==> config.mk <==
export PLATFORM = sky130hd
export DESIGN_NAME = fifo_umbrales
export DESIGN_NICKNAME = d
export VERILOG_FILES = /design/src/rtl/fifo_umbrales_pkg.sv /design/src/rtl/fifo_umbrales_memoria_dp.sv /design/src/rtl/fifo_umbrales.sv
export SDC_FILE = /design/constraint.sdc
export NUM_CORES = 1
export LEC_CHECK = 0
export ABC_AREA = 1
export CAP_MARGIN = 20
export CORE_MARGIN = 1
export CORE_UTILIZATION = 53
export DETAILED_ROUTE_END_ITERATION = 6
export GPL_TIMING_DRIVEN = 0
export PLACE_DENSITY = 0.72
export SETUP_SLACK_MARGIN = 0.5
export SLEW_MARGIN = 20
export SYNTH_ARGS = -nofsm -noshare
export SYNTH_HDL_FRONTEND = slang
export SYNTH_SLANG_ARGS = --single-unit
==> constraint.sdc <==
create_clock -name clk -period 5.44 [get_ports clk]
set_input_delay 1.088 -clock clk [delete_from_list [all_inputs] [get_ports clk]]
set_output_delay 1.088 -clock clk [all_outputs]
set_load 0.05 [all_outputs]
==> src/rtl/fifo_umbrales_pkg.sv <==
// Shared widths and status bundle for the per-lane threshold FIFO.
// Widths here stay in lockstep with the flow-control FSM that reads the flags.
package fifo_umbrales_pkg;

    localparam int FIFO_DATA_WIDTH = 6;
    localparam int FIFO_ADDR_WIDTH = 3;
    localparam int FIFO_DEPTH      = 1 << FIFO_ADDR_WIDTH;

    typedef struct packed {
        logic full;
        logic empty;
        logic almost_full;
        logic almost_empty;
    } fifo_status_t;

endpackage

==> src/rtl/fifo_umbrales_memoria_dp.sv <==
// Dual-port storage array with a registered read port.
// rd_data updates only on rd_en and otherwise holds its last word.
module fifo_umbrales_memoria_dp
    import fifo_umbrales_pkg::*;
#(
    parameter int DATA_WIDTH = FIFO_DATA_WIDTH,
    parameter int ADDR_WIDTH = FIFO_ADDR_WIDTH,
    parameter int DEPTH      = FIFO_DEPTH
) (
    input  logic                  clk,
    input  logic                  reset,
    input  logic                  wr_en,
    input  logic [ADDR_WIDTH-1:0] wr_addr,
    input  logic [DATA_WIDTH-1:0] wr_data,
    input  logic                  rd_en,
    input  logic [ADDR_WIDTH-1:0] rd_addr,
    output logic [DATA_WIDTH-1:0] rd_data
);

    logic [DATA_WIDTH-1:0] mem_q [DEPTH];
    logic [DATA_WIDTH-1:0] rd_data_q;
    logic [DATA_WIDTH-1:0] rd_data_d;

    // The array is deliberately left out of reset; only the output register clears.
    always_ff @(posedge clk) begin
        if (wr_en) begin
            mem_q[wr_addr] <= wr_data;
        end
    end

    always_comb begin
        rd_data_d = rd_data_q;
        if (rd_en) begin
            rd_data_d = mem_q[rd_addr];
        end
    end

    always_ff @(posedge clk) begin
        if (reset) begin
            rd_data_q <= '0;
        end else begin
            rd_data_q <= rd_data_d;
        end
    end

    assign rd_data = rd_data_q;

endmodule

==> src/rtl/fifo_umbrales.sv <==
// Per-lane FIFO with programmable almost-full/almost-empty thresholds and a
// sticky overflow/underflow flag; read data arrives one cycle after an accepted pop.
module fifo_umbrales
    import fifo_umbrales_pkg::*;
#(
    parameter int DATA_WIDTH = FIFO_DATA_WIDTH,
    parameter int ADDR_WIDTH = FIFO_ADDR_WIDTH
) (
    input  logic                  clk,
    input  logic                  reset,
    input  logic [ADDR_WIDTH-1:0] umbral_alto,
    input  logic [ADDR_WIDTH-1:0] umbral_bajo,
    input  logic                  push,
    input  logic [DATA_WIDTH-1:0] data_in,
    input  logic                  pop,
    output logic [DATA_WIDTH-1:0] data_out,
    output logic                  valid_out,
    output logic                  full,
    output logic                  empty,
    output logic                  almost_full,
    output logic                  almost_empty,
    output logic                  error
);

    localparam logic [ADDR_WIDTH:0]   CNT_FULL = {1'b1, {ADDR_WIDTH{1'b0}}};
    localparam logic [ADDR_WIDTH:0]   CNT_ONE  = {{ADDR_WIDTH{1'b0}}, 1'b1};
    localparam logic [ADDR_WIDTH-1:0] PTR_ONE  = {{(ADDR_WIDTH-1){1'b0}}, 1'b1};

    // Handshake: push/pop are requests sampled every rising edge; an accepted pop
    // produces data_out with valid_out high for exactly the following cycle,
    // and a rejected request of either kind only raises the sticky error.
    logic [ADDR_WIDTH-1:0] wr_ptr_q, wr_ptr_d;
    logic [ADDR_WIDTH-1:0] rd_ptr_q, rd_ptr_d;
    logic [ADDR_WIDTH:0]   count_q, count_d;
    logic                  valid_q, valid_d;
    logic                  error_q, error_d;
    logic                  push_ok;
    logic                  pop_ok;
    fifo_status_t          status;

    always_comb begin
        status.full         = (count_q == CNT_FULL);
        status.empty        = (count_q == '0);
        status.almost_full  = (umbral_alto != '0) && (count_q >= {1'b0, umbral_alto});
        status.almost_empty = (count_q <= {1'b0, umbral_bajo});
    end

    assign pop_ok  = pop & ~status.empty;
    assign push_ok = push & (~status.full | pop_ok);

    always_comb begin
        wr_ptr_d = wr_ptr_q;
        rd_ptr_d = rd_ptr_q;
        count_d  = count_q;
        valid_d  = pop_ok;
        error_d  = error_q | (push & ~push_ok) | (pop & ~pop_ok);
        if (push_ok) begin
            wr_ptr_d = wr_ptr_q + PTR_ONE;
        end
        if (pop_ok) begin
            rd_ptr_d = rd_ptr_q + PTR_ONE;
        end
        if (push_ok && !pop_ok) begin
            count_d = count_q + CNT_ONE;
        end else if (pop_ok && !push_ok) begin
            count_d = count_q - CNT_ONE;
        end
    end

    always_ff @(posedge clk) begin
        if (reset) begin
            wr_ptr_q <= '0;
            rd_ptr_q <= '0;
            count_q  <= '0;
            valid_q  <= 1'b0;
            error_q  <= 1'b0;
        end else begin
            wr_ptr_q <= wr_ptr_d;
            rd_ptr_q <= rd_ptr_d;
            count_q  <= count_d;
            valid_q  <= valid_d;
            error_q  <= error_d;
        end
    end

    // Gating with reset keeps a request in the reset cycle from touching the array.
    fifo_umbrales_memoria_dp #(
        .DATA_WIDTH (DATA_WIDTH),
        .ADDR_WIDTH (ADDR_WIDTH),
        .DEPTH      (1 << ADDR_WIDTH)
    ) u_memoria (
        .clk     (clk),
        .reset   (reset),
        .wr_en   (push_ok & ~reset),
        .wr_addr (wr_ptr_q),
        .wr_data (data_in),
        .rd_en   (pop_ok & ~reset),
        .rd_addr (rd_ptr_q),
        .rd_data (data_out)
    );

    assign valid_out    = valid_q;
    assign error        = error_q;
    assign full         = status.full;
    assign empty        = status.empty;
    assign almost_full  = status.almost_full;
    assign almost_empty = status.almost_empty;

endmodule

==> impl_metrics.csv, run 1 <==
group,metric,value,unit
routing,vias,2262,
synth,yosysTopAreaCell,"edfxtp_1",
worst_setup_path,startpoint_type,"input pin",
grt,globalRouteOverflowTotal,0,
timing,finalSetupViolations,0,
flow_run,cap_violations,0,
synth,async_flop_share,0,%
worst_setup_path,crit_path_end_kind,"output pin",
grt,track_usage,24.20,%
die,die_h,78.41,um
routing,drtIter0Drc,200,
power_and_ir_drop,p_sw,0.6101,mW
timing,tns,0,ns
timing,finalHoldViolations,0,
die,dieArea,0.006147,mm^2
final_layout,fillCellCount,457,
grt,grt_max_degree,11,
timing,rsz0062_at_grt,"false",
routing,wire_per_inst,14.31,um
clocking,cts_sinks,66,
power_and_ir_drop,intPower,1.030,mW
die,core,0.005574,mm^2
worst_setup_path,arrival,3.12,ns
final_layout,final_nets,397,
timing,period_share,77.28,%
synth,synth_area_leaders,"edfxtp_1, dfxtp_1, nand2_1",
clocking,cts_buffer_depth,2,
power_and_ir_drop,finalPower,1.640,mW
power_and_ir_drop,clkPwrFrac,25.5,%
grt,antenna_found_initial,0,
worst_setup_path,critPathKind,"input pin to output pin",
power_and_ir_drop,p_per_area,449.0,mW/mm^2
routing,remaining_drc_errors,0,
timing,maxSlewViolCount,0,
synth,synth_seq_cells,66,
timing,worstMarginPinSlew,0.9666,ns
final_layout,fin_cells,446,
placed_design,dp_cells,430,
clocking,clockRootBuffer,"clkbuf_8",
final_layout,seq_area,0.001802,mm^2
power_and_ir_drop,switching_share,37.21,%
synth,synth_top_area_share,46.58,%
worst_setup_path,worstPathMaxFanout,2,
grt,grt_pass1_vias,2358,
outcome,outcome,"finished clean",
synth,avgSynthCellArea,9.348,um^2
clocking,cts_resized,0,
clocking,cts_tree,"done",
synth,ys_warn_count,0,
timing,whs,0.4625,ns
clocking,clk_latency,0.34,ns
placed_design,dp_hpwl,4463,um
final_layout,layout_commonest_cell,"nand2_1",
power_and_ir_drop,ir_worst_vdd,397.6,uV
power_and_ir_drop,p_leak,1.595,nW
routing,viasPerCell,5.072,
clocking,numCtsBuffers,9,
clocking,postCtsSetupBuffers,0,
synth,yosysSeqAreaShare,58.23,%
timing,fin_crit,4.204,ns
die,die_w,78.41,um
timing,fin_skew,0.007834,ns
die,rows,27,
synth,synth_edf_count,48,
final_layout,fin_util,65.52,%
synth,syn_inst,331,
final_layout,layout-drive-gt1-share,8.021,%
timing,fmax,237.9,MHz
clocking,hold_buffers,0,
placed_design,dpl-instance-area,0.003455,mm^2
timing,fin_ws,1.236,ns
power_and_ir_drop,pwr-share-seq,38.1,%
placed_design,place_congestion,0.8226,
placed_design,dp_slack,1.234,ns
synth,synth_cell_type_count,28,
grt,grt_pass1_wl,10860,um
die,start_util,55.51,%
min_path,hold_path_class,"flop to flop",
clocking,htreeDepth,3,
routing,wirelength,6381,um
worst_setup_path,required,4.35,ns
synth,syn_area,0.003094,mm^2
die,ios,28,
placed_design,io_buffers,27,
power_and_ir_drop,p_comb_share,36.3,%
timing,slew-limit-headroom,35.06,%
synth,synth_nets,359,
final_layout,multi_input_area,985.9,um^2
final_layout,mostFrequentLayoutCells,"nand2_1, inv_1, edfxtp_1, nand3_1, clkdlybuf4s50_1",
routing,ant_nets,0,
final_layout,stdcell_area,0.003652,mm^2
clocking,cts.reportedPaths.clkPinSlew,0.07,ns
final_layout,diodes,0,
final_layout,area_growth,18.03,%
routing,drtPass1Iterations,5,
synth,ys.flop_type,"edfxtp_1",
-- cell usage after synthesis (2+ instances only) --
master and n:
edfxtp_1 48, inv_1 61, ha_1 11, nor2_2 2, buf_2 3, nand3_1 40, nor2_1 12, a21oi_1 16
buf_6 3, o21ai_1 2, nand2_2 2, o21ai_0 8, dfxtp_1 18, nand2_1 84, nor3_1 6, xor2_1 2
buf_4 2
-- layout make-up --
cell class | instances | area share (%)
Sequential cell | 66 | 49.33
Multi-Input combinational cell | 193 | 27.00
Timing Repair Buffer | 27 | 7.400
Inverter | 63 | 6.543
Clock buffer | 14 | 4.454
Tap cell | 72 | 2.467
Buffer | 9 | 1.850
Clock inverter | 2 | 0.9592
-- sequential cells by signal, indices dropped and copies added (netlist names) --
name / flops
count_q: 4
u_memoria.mem_q: 48
error: 1
u_memoria.rd_data: 6
wr_ptr_q: 3
valid_out: 1
rd_ptr_q: 3
-- per-layer routing --
layer,vias up,global-route usage (%),part of all wire [%]
li1,1145,-,-
met1,1044,28.70,43
met2,58,40.88,51
met3,15,5.581,4.4
met4,0,12.78,2.3
met5,-,0,0
-- worst max-delay path: stages --
cell             delay (ns)
clkdlybuf4s50_1        0.45
inv_1                  0.04
ha_1                   0.30
inv_1                  0.06
nor2_1                 0.03
o21ai_0                0.14
nand2_1                0.06
a21oi_1                0.12
clkdlybuf4s50_1        0.82
-- cells by family (layout without fill, tap and decap cells) --
kind of cell,Yosys count,count (layout),share of synthesized area [%]
AND/OR/NAND/NOR,152,152,21.76
buffers and inverters,72,115,9.907
flip-flops,66,66,58.23
AO/OA/AOI/OAI,27,27,4.448
adder cells (fa/ha/maj),12,12,5.095
XOR/XNOR,2,2,0.5662
-- power groups by stage --
stage	Clock [mW]	Sequential, mW	Combinational, mW
floorplan	0	0.659	0.395
global placement	0	0.633	0.578
detailed placement	0	0.635	0.594
CTS	0.420	0.624	0.600
global route	0.441	0.631	0.668
finish	0.419	0.625	0.596
-- worst paths after layout --
| path | start | to | slack [ns] | depth (start not counted) |
|---|---|---|---|---|
| min | u_memoria.rd_data[1] | u_memoria.rd_data[1] | 0.46 | 2 |
| max reg2reg | count_q[1] | count_q[3] | 3.11 | 13 |
| max | umbral_bajo[1] | almost_empty | 1.24 | 9 |
| min reg2reg | u_memoria.rd_data[1] | u_memoria.rd_data[1] | 0.46 | 2 |
(Power assumes the default switching activity.)
==> run 2, diff against run 1 <==
==> constraint.sdc (replaced) <==
create_clock -name clk -period 4.3 [get_ports clk]
set_input_delay 0.86 -clock clk [delete_from_list [all_inputs] [get_ports clk]]
set_output_delay 0.86 -clock clk [all_outputs]
set_load 0.05 [all_outputs]
==> impl_metrics.csv, run 2 (synthesized netlist as in run 1, its figures left out) <==
group,metric,value,unit
final_layout,largest_register_ffs,48,
power_and_ir_drop,ir_worst_vdd,493.3,uV
timing,slew-limit-headroom,34.58,%
worst_setup_path,required,3.44,ns
routing,ant_nets,0,
clocking,postCtsSetupBuffers,0,
die,die_h,78.41,um
placed_design,dp_hpwl,4463,um
routing,drtPass1Iterations,5,
placed_design,io_buffers,27,
final_layout,largest_register,"u_memoria.mem_q",
worst_setup_path,startpoint_type,"input pin",
worst_setup_path,r2r_slack,1.97,ns
worst_setup_path,endpoint,"almost_full",
clocking,hold_buffers,0,
power_and_ir_drop,p_leak,1.601,nW
worst_setup_path,critPathKind,"input pin to output pin",
timing,finalHoldViolations,0,
timing,fin_skew,0.007666,ns
routing,remaining_drc_errors,0,
timing,period_share,84.85,%
routing,wire_per_inst,14.40,um
grt,globalRouteOverflowTotal,0,
worst_setup_path,r2r-end,"count_q[3]",
worst_setup_path,r2r_start,"count_q[1]",
final_layout,layout-drive-gt1-share,8.021,%
grt,grt_max_degree,11,
worst_setup_path,arrival,2.79,ns
final_layout,fillCellCount,460,
timing,worstMarginPinSlew,0.9739,ns
die,die_w,78.41,um
final_layout,diodes,0,
timing,tns,0,ns
grt,track_usage,24.20,%
min_path,hold_path_class,"flop to flop",
final_layout,multi_input_area,985.9,um^2
clocking,cts.reportedPaths.clkPinSlew,0.07,ns
grt,grt_pass1_wl,10860,um
die,core,0.005574,mm^2
timing,rsz0062_at_grt,"false",
placed_design,place_congestion,0.8226,
worst_setup_path,worstPathMaxFanout,2,
flow_run,cap_violations,0,
final_layout,area_growth,18.12,%
routing,viasPerCell,5.081,
clocking,numCtsBuffers,9,
die,dieArea,0.006147,mm^2
worst_setup_path,startpoint,"umbral_alto[1]",
grt,antenna_found_initial,0,
timing,finalSetupViolations,0,
die,ios,28,
outcome,outcome,"finished clean",
timing,fin_crit,3.648,ns
final_layout,final_nets,397,
die,start_util,55.51,%
routing,drtIter0Drc,200,
grt,grt_pass1_vias,2358,
routing,wirelength,6424,um
clocking,cts_sinks,66,
clocking,htreeDepth,3,
routing,vias,2266,
final_layout,seq_area,0.001802,mm^2
timing,fmax,274.1,MHz
worst_setup_path,crit_path_end_kind,"output pin",
clocking,cts_resized,0,
timing,maxSlewViolCount,0,
clocking,cts_buffer_depth,2,
die,rows,27,
final_layout,mostFrequentLayoutCells,"nand2_1, inv_1, edfxtp_1, nand3_1, clkdlybuf4s50_1",
clocking,clockRootBuffer,"clkbuf_8",
worst_setup_path,reg2reg_depth,13,
final_layout,fin_util,65.57,%
final_layout,layout_commonest_cell,"nand2_1",
clocking,clk_latency,0.34,ns
clocking,cts_tree,"done",
power_and_ir_drop,p_per_area,567.8,mW/mm^2
## run 2: cell types whose count changed in the layout (fill, tap and decap cells not counted)
cell             previous run  this run
clkdlybuf4s50_1            27        26
dlymetal6s2s_1              0         1
## run 2: cell type report
type	count	area share (%)
Tap cell	72	2.465
Timing Repair Buffer	27	7.463
Buffer	9	1.849
Clock inverter	2	0.9586
Sequential cell	66	49.30
Inverter	63	6.539
Multi-Input combinational cell	193	26.98
Clock buffer	14	4.451
## run 2: routing by layer
metal,vias to the layer above,track usage (%),wire [um]
li1,1145,-,-
met1,1054,28.70,2768
met2,54,40.88,3257
met3,13,5.581,258
met4,0,12.78,140
met5,-,0,0
## run 2: power breakdown
group          total [mW]  switching (mW)  internal (mW)  leakage [nW]
Sequential          0.791          0.0586          0.732         0.581
Combinational       0.755           0.485          0.270         0.919
Clock               0.529           0.230          0.300         0.101
Total                2.08           0.773           1.30          1.60
## run 2: how the worst min path moves through the flow
| stage | slack (ns) | startpoint | cells after the start | to |
|---|---|---|---|---|
| after global placement | 0.46 | u_memoria.rd_data[4] | 2 | u_memoria.rd_data[4] |
| final | 0.46 | u_memoria.rd_data[1] | 2 | u_memoria.rd_data[1] |
| after CTS | 0.46 | u_memoria.rd_data[1] | 2 | u_memoria.rd_data[1] |
| after floorplan | 0.49 | wr_ptr_q[1] | 2 | wr_ptr_q[1] |
| after detailed placement | 0.45 | u_memoria.rd_data[1] | 2 | u_memoria.rd_data[1] |
| after global routing | 0.50 | u_memoria.rd_data[0] | 2 | u_memoria.rd_data[0] |
## run 2: critical path, cell delays in order
cell and delay (ns):
clkdlybuf4s50_1 0.48, inv_1 0.05, ha_1 0.26, a21oi_1 0.05
o21ai_0 0.14, o31ai_1 0.09, inv_1 0.06, clkdlybuf4s50_1 0.79
## run 2: per-stage QoR
step | instance area (um^2) | total power, mW | hold slack, ns | setup WS (ns) | instances
6_report | 3655 | 2.075 | 0.4626 | 0.6516 | 446
5_1_grt | 3655 | 2.200 | 0.5004 | 0.5181 | 446
4_1_cts | 3652 | 2.080 | 0.4644 | 0.5382 | 446
3_5_place_dp | 3455 | 1.555 | 0.4535 | 0.5499 | 430
3_3_place_gp | 3455 | 1.532 | 0.4550 | 0.5718 | 430
2_1_floorplan | 3094 | 1.333 | 0.4920 | 1.237 | 331
==> run 3, diff against run 2 <==
==> constraint.sdc (replaced) <==
create_clock -name clk -period 3.6 [get_ports clk]
set_input_delay 0.72 -clock clk [delete_from_list [all_inputs] [get_ports clk]]
set_output_delay 0.72 -clock clk [all_outputs]
set_load 0.05 [all_outputs]
==> impl_metrics.csv, run 3 (synthesized netlist as in run 1, its figures left out) <==
group,metric,value,unit
clocking,cts_buffer_depth,2,
clocking,cts_tree,"done",
worst_setup_path,critPathKind,"input pin to output pin",
power_and_ir_drop,intPower,1.539,mW
placed_design,dpl-instance-area,0.003455,mm^2
routing,remaining_drc_errors,0,
timing,rsz0062_at_grt,"false",
grt,grt_pass1_vias,2369,
power_and_ir_drop,switching_share,37.47,%
die,die_w,78.41,um
routing,maxUsedRoutingLayer,"met4",
power_and_ir_drop,p_per_area,675.7,mW/mm^2
final_layout,mostFrequentLayoutCells,"nand2_1, inv_1, edfxtp_1, nand3_1, clkdlybuf4s50_1",
routing,drtPass1Iterations,5,
power_and_ir_drop,ir_worst_vdd,559.4,uV
final_layout,layout-drive-gt1-share,8.556,%
placed_design,dp_cells,430,
die,rows,27,
timing,finalSetupViolations,0,
clocking,cts_sinks,66,
die,ios,28,
die,die_h,78.41,um
die,core,0.005574,mm^2
routing,drtIter0Drc,169,
die,start_util,55.51,%
worst_setup_path,worstPathMaxFanout,2,
final_layout,layout_commonest_cell,"nand2_1",
clocking,clk_latency,0.34,ns
grt,track_usage,24.25,%
worst_setup_path,crit_path_end_kind,"output pin",
final_layout,stdcell_area,0.003642,mm^2
grt,grt_pass1_wl,10870,um
power_and_ir_drop,p_comb_share,36.0,%
flow_run,cap_violations,0,
timing,maxSlewViolCount,0,
worst_setup_path,crit_family,"buffers and inverters",
routing,met1_length,2733,um
clocking,cts.reportedPaths.clkPinSlew,0.07,ns
power_and_ir_drop,clkPwrFrac,25.7,%
final_layout,fin_cells,446,
worst_setup_path,required,2.88,ns
routing,wl_met3,285,um
routing,ant_nets,0,
timing,tns,0,ns
outcome,outcome,"finished clean",
timing,fin_skew,0.007793,ns
clocking,htreeDepth,3,
timing,slew-limit-headroom,35.20,%
power_and_ir_drop,p_leak,1.595,nW
timing,whs,0.4626,ns
grt,grt_max_degree,11,
worst_setup_path,cpMostUsedCell,"inv_1",
final_layout,final_nets,397,
grt,globalRouteOverflowTotal,0,
final_layout,diodes,0,
routing,viasPerCell,5.072,
power_and_ir_drop,pwr-share-seq,38.4,%
final_layout,area_growth,17.71,%
worst_setup_path,crit_chain,"clkdlybuf4s50_1, inv_1, ha_1, inv_1, nor2_1, o21ai_0, nand2_1, a21oi_1, buf_2",
min_path,hold_path_class,"flop to flop",
clocking,numCtsBuffers,9,
power_and_ir_drop,p_sw,0.9222,mW
routing,wl_met2,3275,um
grt,antenna_found_initial,0,
routing,vias,2262,
placed_design,dp_hpwl,4463,um
timing,period_share,81.24,%
worst_setup_path,cpMaxStageDelayCell,"clkdlybuf4s50_1",
worst_setup_path,startpoint_type,"input pin",
clocking,clockRootBuffer,"clkbuf_8",
timing,fin_crit,2.925,ns
clocking,postCtsSetupBuffers,0,
timing,worstMarginPinSlew,0.9646,ns
placed_design,io_buffers,27,
final_layout,largest_register,"u_memoria.mem_q",
worst_setup_path,arrival,2.20,ns
placed_design,place_congestion,0.8226,
routing,wirelength,6436,um
timing,fmax,341.9,MHz
timing,finalHoldViolations,0,
final_layout,fin_util,65.34,%
die,dieArea,0.006147,mm^2
routing,wire_per_inst,14.43,um
worst_setup_path,cpPeakStageDelay,0.45,ns
final_layout,largest_register_ffs,48,
worst_setup_path,path_buf_inv,4,
[run 3: layout make-up]
cell class                 instances  area, um^2
fill                             461        1932
sequential                        66        1802
multi-input combinational        193       985.9
timing repair buffer              27       260.3
inverter                          63       239.0
clock buffer                      14       162.7
tap                               72       90.09
buffer                             9       67.56
clock inverter                     2       35.03
[run 3: worst reg2reg max path, stage by stage (launching register included)]
cell	delay [ns]
dfxtp_1	0.51
nor2_2	0.09
nand2_2	0.11
nand2_4	0.10
buf_6	0.16
ha_1	0.21
inv_1	0.14
ha_1	0.27
or2_2	0.29
nand2_1	0.07
nand3_1	0.06
nand2_1	0.07
nand2_1	0.05
a21oi_1	0.13
[run 3: power groups by stage]
stage	combinational, mW	clock [mW]	sequential (mW)
floorplan	0.596	0	0.996
global placement	0.873	0	0.957
detailed placement	0.898	0	0.959
CTS	0.900	0.634	0.944
global route	0.993	0.666	0.953
finish	0.885	0.632	0.945
[run 3: stage by stage]
step,worst slack (ns),total power [mW]
after detailed placement,0.1299,1.857
after global placement,0.1518,1.830
after global routing,0.5471,2.611
final,0.6753,2.461
after floorplan,0.8174,1.592
after CTS,0.5156,2.477
[run 3: final timing paths]
check / from / to / slack [ns] / cells past startpoint
setup / recovery: umbral_bajo[1] / almost_empty / 0.68 / 9
hold / removal: u_memoria.rd_data[1] / u_memoria.rd_data[1] / 0.46 / 2
setup reg to reg: count_q[1] / count_q[3] / 1.27 / 13
hold reg to reg: u_memoria.rd_data[1] / u_memoria.rd_data[1] / 0.46 / 2
[run 3: what timing repair did]
action                     CTS  global route
setup endpoints to repair    2             2
resized for setup            5             3
hold buffers                 0             0
[run 3: metal layers]
| metal | vias to the layer above | track usage (%) |
|---|---|---|
| met5 | - | 0 |
| met2 | 56 | 41.05 |
| met4 | 0 | 12.78 |
| met1 | 1047 | 28.70 |
| li1 | 1144 | - |
| met3 | 15 | 5.581 |
